File: config.mk
export PLATFORM = sky130hd
export DESIGN_NAME = locker_param_flat
export DESIGN_NICKNAME = d
export VERILOG_FILES = /design/src/rtl/locker_param_if.sv /design/src/rtl/locker_param.sv /design/src/flat_wrapper.sv
export SDC_FILE = /design/constraint.sdc
export NUM_CORES = 1
export LEC_CHECK = 0
export BUFFER_PORTS_ARGS = -buffer_cell sky130_fd_sc_hd__buf_4
export CORE_MARGIN = 2
export CORE_UTILIZATION = 50
export CTS_BUF_LIST = sky130_fd_sc_hd__clkbuf_4
export DETAILED_ROUTE_END_ITERATION = 7
export PLACE_DENSITY_LB_ADDON = 0.08
export SYNTH_ARGS = -nofsm -noshare
export SYNTH_HDL_FRONTEND = slang
export SYNTH_SLANG_ARGS = --single-unit
File: constraint.sdc
create_clock -name CLK -period 1.9 [get_ports CLK]
set_input_delay 0.285 -clock CLK [delete_from_list [all_inputs] [get_ports CLK]]
set_output_delay 0.285 -clock CLK [all_outputs]
set_load 0.1 [all_outputs]
File: src/rtl/locker_param_if.sv
// Bundles the digit-entry inputs and status outputs of locker_param.
//   master : drives Code, Code_vld, Mode, Clear; observes the status outputs.
//   slave  : the lock itself; receives the entry signals, drives
//            Unlock, Err, alert, Set_done, fail_cnt and digits.
interface locker_param_if #(
    parameter int unsigned DIGIT_W   = 4,
    parameter int unsigned MAX_TRIES = 3
);
    localparam int unsigned FC_W = $clog2(MAX_TRIES + 1);

    logic [DIGIT_W-1:0] Code;
    logic               Code_vld;
    logic               Mode;
    logic               Clear;
    logic               Unlock;
    logic               Err;
    logic               alert;
    logic               Set_done;
    logic [FC_W-1:0]    fail_cnt;
    logic [6:0]         digits;

    modport master (
        output Code, Code_vld, Mode, Clear,
        input  Unlock, Err, alert, Set_done, fail_cnt, digits
    );

    modport slave (
        input  Code, Code_vld, Mode, Clear,
        output Unlock, Err, alert, Set_done, fail_cnt, digits
    );
endinterface

File: src/rtl/locker_param.sv
// Parametrised serial code lock.
// Digits arrive one per Code_vld strobe. A full sequence of CODE_LEN digits
// is either validated against the writable user code and the fixed admin
// code (Mode=1 on the first digit) or stored as the new user code (Mode=0).
// Ports:
//   CLK  rising-edge clock
//   RST  asynchronous active-low reset
//   bus  locker_param_if.slave:
//          Code/Code_vld/Mode/Clear in; Unlock/Err/alert/Set_done/fail_cnt/
//          digits (7-seg {g..a} of remaining tries) out
module locker_param #(
    parameter int unsigned                 DIGIT_W          = 4,
    parameter int unsigned                 CODE_LEN         = 4,
    parameter int unsigned                 MAX_TRIES        = 3,
    parameter logic [CODE_LEN*DIGIT_W-1:0] USER_INIT        = 16'h0103,
    parameter logic [CODE_LEN*DIGIT_W-1:0] ADMIN_CODE       = 16'h0207,
    parameter int unsigned                 ENTRY_TIMEOUT    = 16,
    parameter bit                          SET_NEEDS_UNLOCK = 1'b1
) (
    input logic           CLK,
    input logic           RST,
    locker_param_if.slave bus
);
    localparam int unsigned CODE_W   = CODE_LEN * DIGIT_W;
    localparam int unsigned IDX_W    = $clog2(CODE_LEN + 1);
    localparam int unsigned FC_W     = $clog2(MAX_TRIES + 1);
    localparam int unsigned TMO_W    = (ENTRY_TIMEOUT > 0) ? $clog2(ENTRY_TIMEOUT + 1) : 1;
    localparam int unsigned TMO_LAST = (ENTRY_TIMEOUT > 0) ? ENTRY_TIMEOUT - 1 : 0;

    localparam logic [IDX_W-1:0] IdxLast  = IDX_W'(CODE_LEN - 1);
    localparam logic [FC_W-1:0]  FailMax  = FC_W'(MAX_TRIES);
    localparam logic [TMO_W-1:0] TmoLast  = TMO_W'(TMO_LAST);

    logic [IDX_W-1:0]  idx_q, idx_d;
    logic [CODE_W-1:0] buf_q, buf_d;
    logic [CODE_W-1:0] user_q, user_d;
    logic [TMO_W-1:0]  tmo_q, tmo_d;
    logic [FC_W-1:0]   fail_q, fail_d;
    logic              mode_q, mode_d;
    logic              auth_q, auth_d;
    logic              unlock_q, unlock_d;
    logic              err_q, err_d;
    logic              alert_q, alert_d;
    logic              set_done_q, set_done_d;

    logic [CODE_W-1:0] shifted;
    logic              seq_mode;
    logic              seq_auth;
    logic              user_hit;
    logic              admin_hit;
    logic [3:0]        remaining;
    logic [6:0]        seg;

    always_ff @(posedge CLK or negedge RST) begin
        if (!RST) begin
            idx_q      <= '0;
            buf_q      <= '0;
            user_q     <= USER_INIT;
            tmo_q      <= '0;
            fail_q     <= '0;
            mode_q     <= 1'b0;
            auth_q     <= 1'b0;
            unlock_q   <= 1'b0;
            err_q      <= 1'b0;
            alert_q    <= 1'b0;
            set_done_q <= 1'b0;
        end else begin
            idx_q      <= idx_d;
            buf_q      <= buf_d;
            user_q     <= user_d;
            tmo_q      <= tmo_d;
            fail_q     <= fail_d;
            mode_q     <= mode_d;
            auth_q     <= auth_d;
            unlock_q   <= unlock_d;
            err_q      <= err_d;
            alert_q    <= alert_d;
            set_done_q <= set_done_d;
        end
    end

    always_comb begin
        idx_d      = idx_q;
        buf_d      = buf_q;
        user_d     = user_q;
        tmo_d      = tmo_q;
        fail_d     = fail_q;
        mode_d     = mode_q;
        auth_d     = auth_q;
        unlock_d   = unlock_q;
        err_d      = err_q;
        alert_d    = alert_q;
        set_done_d = 1'b0;

        // New digit enters at the LSB end so the first digit ends up in the MSBs.
        shifted   = (buf_q << DIGIT_W) | CODE_W'(bus.Code);
        user_hit  = (shifted == user_q);
        admin_hit = (shifted == ADMIN_CODE);
        seq_mode  = mode_q;
        seq_auth  = auth_q;

        if (bus.Clear) begin
            idx_d = '0;
            buf_d = '0;
            tmo_d = '0;
        end else if (bus.Code_vld) begin
            tmo_d = '0;
            if (idx_q == '0) begin
                // Set-mode authorisation is judged on the state before the
                // first digit clears Unlock.
                seq_mode = bus.Mode;
                seq_auth = !alert_q && (unlock_q || !SET_NEEDS_UNLOCK);
                mode_d   = seq_mode;
                auth_d   = seq_auth;
                unlock_d = 1'b0;
                err_d    = 1'b0;
            end
            if (idx_q == IdxLast) begin
                idx_d = '0;
                buf_d = '0;
                if (seq_mode) begin
                    // In alert only the admin code is honoured.
                    if (admin_hit || (user_hit && !alert_q)) begin
                        unlock_d = 1'b1;
                        err_d    = 1'b0;
                        alert_d  = 1'b0;
                        fail_d   = '0;
                    end else begin
                        unlock_d = 1'b0;
                        err_d    = 1'b1;
                        if (!alert_q) begin
                            if (fail_q != FailMax) begin
                                fail_d = fail_q + 1'b1;
                            end
                            alert_d = (fail_d == FailMax);
                        end
                    end
                end else if (seq_auth) begin
                    user_d     = shifted;
                    set_done_d = 1'b1;
                    unlock_d   = 1'b0;
                    err_d      = 1'b0;
                end else begin
                    unlock_d = 1'b0;
                    err_d    = 1'b1;
                end
            end else begin
                idx_d = idx_q + 1'b1;
                buf_d = shifted;
            end
        end else if ((ENTRY_TIMEOUT != 0) && (idx_q != '0)) begin
            if (tmo_q == TmoLast) begin
                idx_d = '0;
                buf_d = '0;
                tmo_d = '0;
            end else begin
                tmo_d = tmo_q + 1'b1;
            end
        end else begin
            tmo_d = '0;
        end
    end

    always_comb begin
        remaining = alert_q ? 4'd0 : (4'(MAX_TRIES) - 4'(fail_q));
        case (remaining)
            4'd0:    seg = 7'h3F;
            4'd1:    seg = 7'h06;
            4'd2:    seg = 7'h5B;
            4'd3:    seg = 7'h4F;
            4'd4:    seg = 7'h66;
            4'd5:    seg = 7'h6D;
            4'd6:    seg = 7'h7D;
            4'd7:    seg = 7'h07;
            4'd8:    seg = 7'h7F;
            4'd9:    seg = 7'h6F;
            default: seg = 7'h00;
        endcase
    end

    assign bus.Unlock   = unlock_q;
    assign bus.Err      = err_q;
    assign bus.alert    = alert_q;
    assign bus.Set_done = set_done_q;
    assign bus.fail_cnt = fail_q;
    assign bus.digits   = seg;
endmodule
File: src/flat_wrapper.sv
// flat-port wrapper written by rule: the top's interface ports become plain ports
module locker_param_flat 
#(
    parameter int unsigned                 DIGIT_W          = 4,
    parameter int unsigned                 CODE_LEN         = 4,
    parameter int unsigned                 MAX_TRIES        = 3,
    parameter logic [CODE_LEN*DIGIT_W-1:0] USER_INIT        = 16'h0103,
    parameter logic [CODE_LEN*DIGIT_W-1:0] ADMIN_CODE       = 16'h0207,
    parameter int unsigned                 ENTRY_TIMEOUT    = 16,
    parameter bit                          SET_NEEDS_UNLOCK = 1'b1
)
  (CLK, RST, bus_Code, bus_Code_vld, bus_Mode, bus_Clear, bus_Unlock, bus_Err, bus_alert, bus_Set_done, bus_fail_cnt, bus_digits);
  locker_param_if #(.DIGIT_W(DIGIT_W), .MAX_TRIES(MAX_TRIES)) bus_i ();
  input logic CLK;
  input logic RST;
  input wire logic [$bits(bus_i.Code)-1:0] bus_Code;
  input wire logic [$bits(bus_i.Code_vld)-1:0] bus_Code_vld;
  input wire logic [$bits(bus_i.Mode)-1:0] bus_Mode;
  input wire logic [$bits(bus_i.Clear)-1:0] bus_Clear;
  output wire logic [$bits(bus_i.Unlock)-1:0] bus_Unlock;
  output wire logic [$bits(bus_i.Err)-1:0] bus_Err;
  output wire logic [$bits(bus_i.alert)-1:0] bus_alert;
  output wire logic [$bits(bus_i.Set_done)-1:0] bus_Set_done;
  output wire logic [$bits(bus_i.fail_cnt)-1:0] bus_fail_cnt;
  output wire logic [$bits(bus_i.digits)-1:0] bus_digits;
  assign bus_i.Code = bus_Code;
  assign bus_i.Code_vld = bus_Code_vld;
  assign bus_i.Mode = bus_Mode;
  assign bus_i.Clear = bus_Clear;
  assign bus_Unlock = bus_i.Unlock;
  assign bus_Err = bus_i.Err;
  assign bus_alert = bus_i.alert;
  assign bus_Set_done = bus_i.Set_done;
  assign bus_fail_cnt = bus_i.fail_cnt;
  assign bus_digits = bus_i.digits;
  locker_param #(.DIGIT_W(DIGIT_W), .CODE_LEN(CODE_LEN), .MAX_TRIES(MAX_TRIES), .USER_INIT(USER_INIT), .ADMIN_CODE(ADMIN_CODE), .ENTRY_TIMEOUT(ENTRY_TIMEOUT), .SET_NEEDS_UNLOCK(SET_NEEDS_UNLOCK)) u_core (.CLK(CLK), .RST(RST), .bus(bus_i));
endmodule
==> impl_metrics.ini <==
[status]
status = completed

[critical_path]
r2r_slack_ns = 0.02
crit_path_end_kind = flop
cp-start-kind = flop
required_ns = 2.14
r2r_start = u_core.idx_q[1]
crit_type = reg -> reg
cp_max_fo = 8
crit_arrival_ns = 2.12
r2r-end = u_core.user_q[2]
r2r_cells = 7

[sta]
tns_ns = 0
setup-violations-final = 0
min_period_ns = 1.88
worstMarginPinSlew_ns = 0.537
hold_viol = 0
final.setup.worst_slack_ns = 0.0232
timing.fmax_mhz = 533
fin_crit_sh_pct = 98.8
skew_ns = 0.00819
rsz0062_at_grt = yes
slew_violations = 0
slew_headroom_pct = 64.2

[logic_synthesis]
synth_edf_count = 0
synth.avg_cell_area_um2 = 12.6
synth_area_um2 = 2070
yosysWarnings = 0
synth_ff_type = dfrtp_1
synth-seq-cells = 44
yosysMostFrequentCell = dfrtp_1
synth_top_cell_area_share_pct = 49.5
seq_area_frac_synth_pct = 53.3
syn_nets = 176
synth_top_cell_by_area = dfrtp_1
synth_top_cells_by_area = dfrtp_1 49%, mux2_4 7.2%, a22o_1 5.9%
synth_cell_types = 40
synth_common_cells = 41 x dfrtp_1, 14 x a22o_1, 12 x xnor2_1
syn_inst = 164
async_reset_ff_share_pct = 100

[place]
portBuffers = 20
placedCellCount = 233
gp_congestion = 0.789
hpwlAfterDp_um = 2660
postPlaceCellArea_um2 = 2320
place_worst_setup_slack_ns = -0.0281

[detailed_routing]
detail-route-antenna-nets = 0
wl_per_cell_um = 16.0
firstDrtPassIters = 4
vias = 1380
routed_wl_um = 3990
drc = 0
viasPerCell = 5.54
drt_iter0_markers = 77

[floorplanning]
rows = 23
ios = 22
start_util_pct = 51.8
die_w_um = 68.4
core_area_um2 = 4000
die_h_um = 68.4
dieArea_um2 = 4680

[run]
drv_cap = 0

[min_path]
min_to = u_core.idx_q[2]
hp-class = in -> reg
hp-start = bus_Clear
holdPathStages = 2

[clock_network]
clk_pin_slew_ns = 0.12
clockBufferDepth = 2
clock_latency_ns = 0.35
htree_levels = 2
cts_made_buffers = 5
cts.sinks = 44
clock_tree.root_cell = clkbuf_4
cts_tree = built

[global_routing]
grt_max_degree = 45
grt_pass1_vias = 1341
grtUsageTotal_pct = 18.7
grt_pass1_wl_um = 6350
grt_antenna_before_repair = 0
overflow = 0

[finish]
antenna_cells = 0
final_area_um2 = 2540
final_cells = 249
nets = 210
drive_above_1_share_pct = 40.2
syn_to_final_growth_pct = 22.4

[pwr]
cellPowerDensity_nw_per_um2 = 717
ir_drop_mv = 0.499
power.leakage_nw = 1.18
[worst max-delay path by stage]
stage	end	depth (start not counted)	start
after global placement	u_core.user_q[11]	7	u_core.idx_q[0]
after global routing	u_core.user_q[4]	7	u_core.idx_q[1]
after CTS	u_core.user_q[7]	7	u_core.idx_q[1]
after detailed placement	u_core.user_q[5]	7	u_core.idx_q[0]
after floorplan	bus_digits[3]	3	u_core.bus.fail_cnt[0]
final	u_core.user_q[2]	7	u_core.idx_q[1]
[power breakdown]
group | leakage [nW] | switching, W | internal (W)
Clock | 0.0338 | 0.000280 | 0.000171
Sequential | 0.589 | 0.0000381 | 0.000963
Combinational | 0.560 | 0.000251 | 0.000116
[worst max-delay path, stage by stage (launching register included)]
cell	delay, ns
dfrtp_1	0.42
inv_2	0.07
ha_4	0.17
mux2i_4	0.24
nand3_2	0.13
nor2b_4	0.24
clkbuf_16	0.21
mux2_4	0.29
[per-stage QoR]
stage | power [W] | hold slack, ns | utilization, %
2_1_floorplan | 0.00125 | -0.0106 | -
3_3_place_gp | 0.00135 | 0.303 | 58.0
3_5_place_dp | 0.00135 | 0.311 | 58.0
4_1_cts | 0.00182 | 0.116 | 61.4
5_1_grt | 0.00190 | 0.124 | 63.4
6_report | 0.00182 | 0.130 | 63.4
[final cells by class]
cell class	instances	area (µm²)
Sequential cell	44	1110
Timing Repair Buffer	33	298
Inverter	6	22.5
Clock buffer	7	52.6
Clock inverter	1	3.75
Multi-Input combinational cell	108	986
Fill cell	312	1460
Tap cell	50	62.6
[layer usage]
metal	wire length, µm	up-vias	track usage, %	part of all wire (%)
met5	0	-	0	0
met3	152	5	5.10	3.8
li1	-	660	-	-
met1	1790	687	24.1	45
met2	1990	28	30.2	50
met4	55	0	6.50	1.4
[cell usage in the layout (no fill, tap or decap), types with 4 or more instances in the layout]
cell      netlist  layout
mux2_4         10      16
dfrtp_1        41      37
buf_4           2      29
clkbuf_4        0       7
inv_1           6       4
nor2_1         10       6
a22o_1         14      14
xor2_1          6       6
mux2_2         10       4
xnor2_1        12      12
a21oi_1         4       4
[logic make-up after synthesis]
kind of cell | after synthesis | share of synthesized area [%]
buffers and inverters | 12 | 3.74
other | 1 | 0.181
and+or+nand+nor | 36 | 9.42
xor gates and xnor gates | 18 | 7.60
adders and majority gates | 3 | 1.81
muxes | 22 | 13.6
DFF | 44 | 53.3
AOI/OAI and AO/OA | 28 | 10.3
[sequential cells by signal (all words and copies together), names as in the netlist]
name                 count
u_core.tmo_q             5
u_core.mode_q            1
u_core.buf_q            12
u_core.bus.Err           1
u_core.auth_q            1
u_core.idx_q             3
u_core.bus.fail_cnt      2
u_core.bus.alert         1
u_core.bus.Unlock        1
u_core.user_q           16
u_core.bus.Set_done      1
[timing repair]
action	in CTS	in global routing
gates resized for setup	5	13
hold buffers	1	0
pin swaps	1	1
setup endpoints to repair	11	18
hold endpoints to repair	41	0
gates cloned	1	1
setup buffers	3	2
(Power assumes the default switching activity.)
